===== src/rtl/pc_pkg.sv =====
// Shared types and helpers for program_counter_stack and its return stack.
package pc_pkg;

  // One action per cycle, listed from lowest to highest priority.
  typedef enum logic [2:0] {
    OP_HOLD,
    OP_INC,
    OP_BRANCH,
    OP_RET,
    OP_CALL,
    OP_LOAD
  } pc_op_t;

  // Width of an occupancy count that must represent 0..entries inclusive.
  function automatic int depth_w(input int entries);
    return $clog2(entries) + 1;
  endfunction

  // Priority encode: load > call > ret > branch > increment > hold.
  // Lower-priority requests raised in the same cycle are simply dropped.
  function automatic pc_op_t pc_decode(
    input logic load,
    input logic call,
    input logic ret,
    input logic branch,
    input logic increment
  );
    pc_op_t op;
    if (load)           op = OP_LOAD;
    else if (call)      op = OP_CALL;
    else if (ret)       op = OP_RET;
    else if (branch)    op = OP_BRANCH;
    else if (increment) op = OP_INC;
    else                op = OP_HOLD;
    return op;
  endfunction

endpackage


===== src/rtl/return_stack.sv =====
// Return-address LIFO. State advances on the falling clock edge to match the
// fetch datapath. A push while full or a pop while empty is ignored here; the
// owner of the stack decides what such an attempt means.
module return_stack
  import pc_pkg::*;
#(
  parameter int WIDTH = 16,
  parameter int DEPTH = 8,
  localparam int AW   = $clog2(DEPTH),
  localparam int DW   = depth_w(DEPTH)
) (
  input  logic             clk,
  input  logic             rst_n,
  input  logic             push,
  input  logic             pop,
  input  logic [WIDTH-1:0] push_data,
  output logic [WIDTH-1:0] top,
  output logic [DW-1:0]    depth,
  output logic             full,
  output logic             empty
);

  logic [WIDTH-1:0] mem_q [DEPTH];
  logic [DW-1:0]    depth_q;
  logic [DW-1:0]    depth_d;
  logic             wr_en;
  logic [AW-1:0]    wr_idx;
  logic [AW-1:0]    top_idx;

  // Occupancy decodes; the entry below the count is the top of stack.
  always_comb begin
    full    = (depth_q == DW'(DEPTH));
    empty   = (depth_q == '0);
    wr_idx  = depth_q[AW-1:0];
    top_idx = AW'(depth_q - DW'(1));
    top     = mem_q[top_idx];
    depth   = depth_q;
  end

  // Next occupancy; push has precedence if both are ever raised together.
  always_comb begin
    depth_d = depth_q;
    wr_en   = 1'b0;
    if (push && !full) begin
      depth_d = depth_q + DW'(1);
      wr_en   = 1'b1;
    end else if (pop && !empty) begin
      depth_d = depth_q - DW'(1);
    end
  end

  // Occupancy register with synchronous active-low reset.
  always_ff @(negedge clk) begin
    if (!rst_n) depth_q <= '0;
    else        depth_q <= depth_d;
  end

  // Entry storage; contents are don't-care after reset so they are not cleared.
  always_ff @(negedge clk) begin
    if (rst_n && wr_en) mem_q[wr_idx] <= push_data;
  end

endmodule


===== src/rtl/program_counter_stack.sv =====
// Program counter with relative branch, hardware call/return and sticky
// stack-error flags. All state updates on the falling edge of clk.
// Build option: define PC_TRAP_EN to redirect a failing call/ret to
// TRAP_VECTOR instead of the normal target.
//
// Control contract: there is no handshake. Every falling edge consumes the
// control inputs present at that moment, exactly one action (the highest
// priority one) takes effect, and its result is visible on the outputs
// immediately after that edge.
module program_counter_stack
  import pc_pkg::*;
#(
  parameter int               WIDTH        = 16,
  parameter int               DEPTH        = 8,
  parameter logic [WIDTH-1:0] RESET_VECTOR = '0,
  parameter logic [WIDTH-1:0] TRAP_VECTOR  = WIDTH'(16'h7FF0),
  localparam int              DW           = depth_w(DEPTH)
) (
  input  logic             clk,
  input  logic             reset,
  input  logic [WIDTH-1:0] in_value,
  input  logic [WIDTH-1:0] offset,
  input  logic             load,
  input  logic             call,
  input  logic             ret,
  input  logic             branch,
  input  logic             increment,
  input  logic             clear_err,
  output logic [WIDTH-1:0] out,
  output logic [DW-1:0]    depth,
  output logic             full,
  output logic             empty,
  output logic             overflow,
  output logic             underflow
);

`ifdef PC_TRAP_EN
  localparam bit TRAP_EN = 1'b1;
`else
  localparam bit TRAP_EN = 1'b0;
`endif

  pc_op_t           op;
  logic [WIDTH-1:0] out_q, out_d;
  logic             overflow_q, overflow_d;
  logic             underflow_q, underflow_d;
  logic             stk_push, stk_pop;
  logic             ovf_hit, unf_hit;
  logic [WIDTH-1:0] stk_top;
  logic [WIDTH-1:0] ret_addr;
  logic             stk_full, stk_empty;
  logic [DW-1:0]    stk_depth;

  return_stack #(
    .WIDTH (WIDTH),
    .DEPTH (DEPTH)
  ) u_stack (
    .clk       (clk),
    .rst_n     (reset),
    .push      (stk_push),
    .pop       (stk_pop),
    .push_data (ret_addr),
    .top       (stk_top),
    .depth     (stk_depth),
    .full      (stk_full),
    .empty     (stk_empty)
  );

  // Pick the winning action and compute next PC, stack request and error hits.
  always_comb begin
    op       = pc_decode(load, call, ret, branch, increment);
    out_d    = out_q;
    stk_push = 1'b0;
    stk_pop  = 1'b0;
    ovf_hit  = 1'b0;
    unf_hit  = 1'b0;
    ret_addr = out_q + WIDTH'(1);
    case (op)
      OP_LOAD: out_d = in_value;
      OP_CALL: begin
        if (stk_full) begin
          ovf_hit = 1'b1;
          out_d   = TRAP_EN ? TRAP_VECTOR : in_value;
        end else begin
          stk_push = 1'b1;
          out_d    = in_value;
        end
      end
      OP_RET: begin
        if (stk_empty) begin
          unf_hit = 1'b1;
          if (TRAP_EN) out_d = TRAP_VECTOR;
        end else begin
          stk_pop = 1'b1;
          out_d   = stk_top;
        end
      end
      OP_BRANCH: out_d = out_q + offset;
      OP_INC:    out_d = out_q + WIDTH'(1);
      default:   out_d = out_q;
    endcase
    // A new error in the same cycle as clear_err keeps its flag set.
    overflow_d  = (overflow_q  & ~clear_err) | ovf_hit;
    underflow_d = (underflow_q & ~clear_err) | unf_hit;
  end

  // PC and sticky flag registers with synchronous active-low reset.
  always_ff @(negedge clk) begin
    if (!reset) begin
      out_q       <= RESET_VECTOR;
      overflow_q  <= 1'b0;
      underflow_q <= 1'b0;
    end else begin
      out_q       <= out_d;
      overflow_q  <= overflow_d;
      underflow_q <= underflow_d;
    end
  end

  // Output drive.
  always_comb begin
    out       = out_q;
    depth     = stk_depth;
    full      = stk_full;
    empty     = stk_empty;
    overflow  = overflow_q;
    underflow = underflow_q;
  end

endmodule


===== config.mk =====
export PLATFORM = sky130hd
export DESIGN_NAME = program_counter_stack
export DESIGN_NICKNAME = d
export VERILOG_FILES = /design/src/rtl/pc_pkg.sv /design/src/rtl/return_stack.sv /design/src/rtl/program_counter_stack.sv
export SDC_FILE = /design/constraint.sdc
export NUM_CORES = 1
export LEC_CHECK = 0
export CORE_UTILIZATION = 40
export CTS_BUF_LIST = sky130_fd_sc_hd__clkbuf_4 sky130_fd_sc_hd__clkbuf_8 sky130_fd_sc_hd__clkbuf_16
export CTS_CLUSTER_SIZE = 25
export DETAILED_ROUTE_END_ITERATION = 10
export SLEW_MARGIN = 20
export SYNTH_ARGS = -nofsm -noshare
export SYNTH_HDL_FRONTEND = slang
export SYNTH_SLANG_ARGS = --single-unit

===== constraint.sdc =====
create_clock -name clk -period 4.7 [get_ports clk]
set_input_delay 0.705 -clock clk [delete_from_list [all_inputs] [get_ports clk]]
set_output_delay 0.705 -clock clk [all_outputs]
set_load 0.05 [all_outputs]

==> impl_metrics.csv, run 1 <==
group,metric,value,unit
power,peakVddDrop,0.000248,V
timing,rsz0062_at_grt,"yes",
die,ios,64,
timing,setup_violations,0,
die,rows,48,
die,start_util,41.4,%
drt,wl,19800,µm
drt,drc,0,
drt,via_per_inst,5.29,
worst_setup_path,path_delay_family,"buffers and inverters",
job,cap_violations,0,
yosys,syn_nets,574,
worst_setup_path,worstPathRequired,3.99,ns
drt,ant_nets,0,
timing,hold_violations,0,
place,pre_cts_ws,-0.682,ns
layout,fill_cells,1431,
worst_setup_path,cp_max_fo,2,
layout,finalNetCount,879,
yosys,synth_top_area_share,53.1,%
clock_tree,clock-sinks,150,
place,port_buffers,63,
die,core,0.0175,mm²
layout,n_antenna_cell,0,
worst_setup_path,worstPathCellList,"clkdlybuf4s50_1",
global_route,grt_pass1_wl,30100,µm
yosys,async_flop_share,0,%
layout,drive_gt1_share,25.0,%
global_route,grt_max_degree,39,
worst_setup_path,critical_path_class,"flop to primary output",
layout,regArea,0.00429,mm²
die,die_area,0.0186,mm²
timing,holdWs,0.603,ns
clock_tree,htree_levels,4,
timing,setup_tns,0,ns
yosys,synth_edf_count,128,
yosys,avgSynthCellArea,14.1,µm²
clock_tree,numCtsBuffers,17,
yosys,syn_inst,515,
drt,routedWlPerCell,18.7,µm
worst_setup_path,start_kind,"flop",
timing,slew_headroom,43.0,%
timing,fin_skew,0.0211,ns
global_route,antenna_found_initial,0,
yosys,synth_seq_cells,150,
layout,final_area,0.0101,mm²
timing,final_max_slew_viol_count,0,
place,gp_congestion,0.909,
power,power.leakage,4.36,nW
power,total_power,4.37,mW
yosys,synth_area,0.00724,mm²
global_route,grtUsageTotal,22.3,%
global_route,grt_overflow,0,
clock_tree,clk_path_buf_depth,2,
layout,multi_input_area,0.00287,mm²
clock_tree,tritoncts,"yes",
clock_tree,clock_latency,0.47,ns
worst_setup_path,critPathMaxStageDelay,0.81,ns
place,place_area,0.00879,mm²
drt,drtIter0Drc,439,
worst_setup_path,crit_path_end_kind,"primary output",
worst_setup_path,arrival,3.95,ns
run_status,outcome,"finished, final reports clean",
drt,dr.pass1.iters,5,
yosys,synth.area.top_cells,"edfxtp_1 53%, mux4_2 9.3%, dfxtp_1 6.1%, ha_1 3.1%, a21oi_1 2.1%",
die,die_h,137,µm
clock_tree,root_buffer,"clkbuf_16",
clock_tree,clkTransAtPathRegs,0.03,ns
worst_hold_path,min_path_type,"flop to flop",
worst_setup_path,worst-path-buf-inv,1,
yosys,synth.distinct_cells,70,
layout,final_cell_mix,"161 x inv_1, 128 x edfxtp_1, 107 x buf_4, 40 x clkdlybuf4s50_1, 30 x mux4_2",
drt,via_count,5598,
timing,worstMarginPinSlew,0.849,ns
clock_tree,hold_buffers,0,
layout,final_common_cell,"inv_1",
place,hpwl,13700,µm
yosys,yosys_warnings,0,
layout,area_growth,38.9,%
yosys,yosysSeqAreaShare,59.2,%
power,power_density,435,mW/mm²
yosys,synth_flop_cell,"edfxtp_1",
worst_setup_path,slowest_stage,"clkdlybuf4s50_1",
global_route,grt_pass1_vias,5969,
die,die-width,137,µm
timing,setup_slack,0.0464,ns
yosys,synth.largest_area_cell,"edfxtp_1",
==> repair_timing <==
item	CTS	global route
endpoints found under the hold margin	0	0
setup buffers	0	2
endpoints found under the setup margin	13	12
pin swaps	5	9
resized for setup	24	12
==> layout make-up <==
type	instances	share of cell area, %
Clock inverter	165	7.11
Multi-Input combinational cell	327	28.5
Tap cell	225	2.80
Inverter	11	0.436
Clock buffer	17	4.23
Timing Repair Buffer	163	14.2
Sequential cell	150	42.7
==> cells by family after synthesis <==
kind of cell	count (synthesis)	synth area share (%)
flops	150	59.2
xor+xnor	28	3.39
buf+inv	38	2.65
mux	44	11.8
simple gates	116	8.32
fa+ha+maj	19	3.39
compound gates	120	11.3
==> metal layers <==
metal	global-route usage, %	part of all wire, %	vias up
li1	-	-	2652
met1	26.9	43	2739
met2	35.4	49	176
met3	7.33	5.5	31
met4	11.5	1.7	0
met5	0	0	-
==> per-stage QoR <==
step,instances,util (%)
finish,1058,57.5
global route,1058,57.5
CTS,1056,57.2
detailed placement,875,50.3
global placement,875,50.3
floorplan,515,-
==> sequential cells by signal, summed over array words and instances, names as in the netlist <==
| signal | flops |
|---|---|
| u_stack.depth | 4 |
| overflow | 1 |
| underflow | 1 |
| u_stack.mem_q | 128 |
| out | 16 |
==> final timing paths <==
kind / start / to / slack, ns / cells past startpoint
max: out[6]$_SDFFE_NN0P_ / out[6] / 0.05 / 1
min: overflow$_SDFF_NN0_ / overflow$_SDFF_NN0_ / 0.60 / 3
max reg2reg: u_stack.depth[0]$_SDFFE_NN0P_ / out[12]$_SDFFE_NN0P_ / 2.18 / 6
min reg2reg: overflow$_SDFF_NN0_ / overflow$_SDFF_NN0_ / 0.60 / 3
==> Yosys cell counts, drive strengths merged (4+ instances only) <==
cell type  number
and3            5
nand3          15
or3             4
and2            8
nor2           29
mux2i           8
nand2          25
nor3            4
xnor2          16
a31oi           6
clkbuf         13
dfxtp          22
edfxtp        128
nand4           8
nand2b          5
o21ai          23
ha             18
a21o            8
inv            12
a211oi          9
xor2           12
a21oi          31
buf            13
mux4           32
a22o            5
mux2            4
o22ai           6
o211ai          5
==> where the power goes <==
part	total, mW	internal (mW)	switching, mW
sequential	1.56	1.52	0.0451
clock	1.84	0.955	0.883
combinational	0.973	0.451	0.522
No activity file was read; power rests on OpenSTA's default activity.
==> run 2, diff against run 1 <==
CORE_MARGIN = 5   (was not set)
clock period = 5.57 ns   (was 4.7 ns; I/O delays follow)
==> impl_metrics.csv, run 2 (same netlist as run 1, synthesis figures left out) <==
group,metric,value,unit
layout,drive_gt1_share,18.7,%
worst_setup_path,worstPathRequired,3.16,ns
drt,routedWlPerCell,18.9,µm
worst_setup_path,start_kind,"primary input",
worst_setup_path,crit_path_end_kind,"flop",
drt,ant_nets,0,
power,power_density,366,mW/mm²
drt,drtIter0Drc,415,
global_route,grt_max_degree,35,
drt,dr.pass1.iters,5,
job,cap_violations,0,
power,total_power,3.55,mW
global_route,grtUsageTotal,19.6,%
timing,hold_violations,0,
timing,setup_violations,0,
clock_tree,clock_latency,0.46,ns
clock_tree,tritoncts,"yes",
timing,worstMarginPinSlew,0.842,ns
power,power.leakage,4.08,nW
die,core,0.0179,mm²
worst_setup_path,arrival,3.08,ns
place,hpwl,13300,µm
place,gp_congestion,0.937,
timing,slew_headroom,43.5,%
layout,final_cells,1027,
power,power_frac_seq,37.1,%
place,port_buffers,63,
worst_setup_path,reg2reg_setup_slack,3.00,ns
timing,final_max_slew_viol_count,0,
die,ios,64,
power,peakVddDrop,0.000196,V
global_route,grt_overflow,0,
layout,top_register,"u_stack.mem_q",
clock_tree,clk_path_buf_depth,2,
clock_tree,htree_levels,4,
die,die-width,145,µm
power,combinationalPowerShare,20.7,%
global_route,grt_pass1_vias,5978,
worst_setup_path,worstPathCellList,"clkdlybuf4s50_1 > ha_1 > fa_1 > a21oi_1 > o211a_1 > o21ai_1 > a2111oi_1 > a31oi_1 > o21ai_1",
layout,area_growth,34.1,%
power,clockPowerShare,42.3,%
worst_hold_path,min_path_type,"flop to flop",
layout,final_common_cell,"inv_1",
layout,final_cell_mix,"161 x inv_1, 128 x edfxtp_1, 66 x buf_4, 60 x clkdlybuf4s50_1",
layout,n_antenna_cell,0,
clock_tree,clkTransAtPathRegs,0.03,ns
worst_setup_path,crit_path_frequent_cell,"o21ai_1",
place,place_inst,850,
global_route,antenna_found_initial,0,
drt,via_per_inst,5.32,
worst_setup_path,critPathMaxStageDelay,0.43,ns
drt,drc,0,
layout,finalNetCount,848,
die,die_h,145,µm
die,die_area,0.0209,mm²
clock_tree,numCtsBuffers,17,
timing,setup_tns,0,ns
global_route,grt_pass1_wl,30600,µm
power,power_switching,1.15,mW
die,start_util,40.4,%
die,rows,49,
power,switching_share,32.5,%
drt,wl,19400,µm
timing,fin_skew,0.0206,ns
worst_setup_path,slowest_stage,"clkdlybuf4s50_1",
clock_tree,post_cts_buffers,0,
drt,via_count,5468,
clock_tree,clock-sinks,150,
clock_tree,hold_buffers,0,
run_status,outcome,"finished, final reports clean",
clock_tree,root_buffer,"clkbuf_16",
worst_setup_path,cp_max_fo,3,
worst_setup_path,critical_path_class,"primary input to flop",
layout,largest_reg_flops,128,
power,cell_internal_pwr,2.40,mW
## run 2: changes by cell type in the layout (fill, tap and decap cells not counted), sizes merged
| cell | previous run | this run |
|---|---|---|
| buf | 114 | 71 |
| clkdlybuf4s50 | 40 | 60 |
| clkinv | 3 | 2 |
| dlygate4sd2 | 5 | 0 |
| dlymetal6s2s | 4 | 1 |
| inv | 169 | 166 |
## run 2: routing by layer
layer / vias to the layer above / global-route usage, % / wire, µm
met5: - / 0 / 0
met4: 0 / 10.2 / 434
met3: 28 / 6.32 / 944
met2: 141 / 31.5 / 9660
met1: 2711 / 23.6 / 8350
li1: 2588 / - / -
## run 2: power groups by stage
| stage | clock [mW] | sequential [mW] | combinational (mW) |
|---|---|---|---|
| global placement | 0.161 | 1.33 | 0.726 |
| detailed placement | 0.161 | 1.33 | 0.736 |
| global route | 1.70 | 1.32 | 0.795 |
| floorplan | 0.161 | 1.38 | 0.432 |
| finish | 1.50 | 1.32 | 0.734 |
| CTS | 1.55 | 1.31 | 0.738 |
## run 2: layout make-up
cell class	count	area [µm²]
fillers	1544	8190
flip-flops and latches	150	4290
multi-input cells	327	2770
repair buffers	132	1210
clock inverters	161	687
clock buffers	17	425
well taps	229	287
inverters	11	41.3
## run 2: final timing paths
check,start,endpoint,cells after the start
setup reg to reg,out[0]$_SDFFE_NN0P_,out[12]$_SDFFE_NN0P_,8
hold / removal,underflow$_SDFF_NN0_,underflow$_SDFF_NN0_,3
setup / recovery,offset[0],out[12]$_SDFFE_NN0P_,9
hold reg to reg,underflow$_SDFF_NN0_,underflow$_SDFF_NN0_,3
## run 2: repair_timing
item	in CTS	in global routing
setup endpoints to repair	0	5
gates resized for setup	0	3
hold endpoints to repair	0	0
## run 2: metrics by stage
step / setup WS, ns / area, µm² / util (%) / hold slack, ns
2_1_floorplan: 0.0572 / 7250 / - / 0.752
3_5_place_dp: -0.374 / 8590 / 48.0 / 0.608
3_3_place_gp: -0.271 / 8590 / 48.0 / 0.585
5_1_grt: -0.0334 / 9710 / 54.2 / 0.659
4_1_cts: 0.0195 / 9700 / 54.2 / 0.611
6_report: 0.0822 / 9710 / 54.2 / 0.614
## run 2: worst max-delay path, delay by kind of cell
kind / cells / cell delay [ns]
AOI/OAI and AO/OA: 6 / 1.15
adders and majority gates: 2 / 0.66
buffers and inverters: 1 / 0.43
==> run 3, diff against run 2 <==
HOLD_SLACK_MARGIN = 0.1   (was not set)
==> results of run 3 <==
No change in the layout: final DEF, timing and power equal those of run 2.
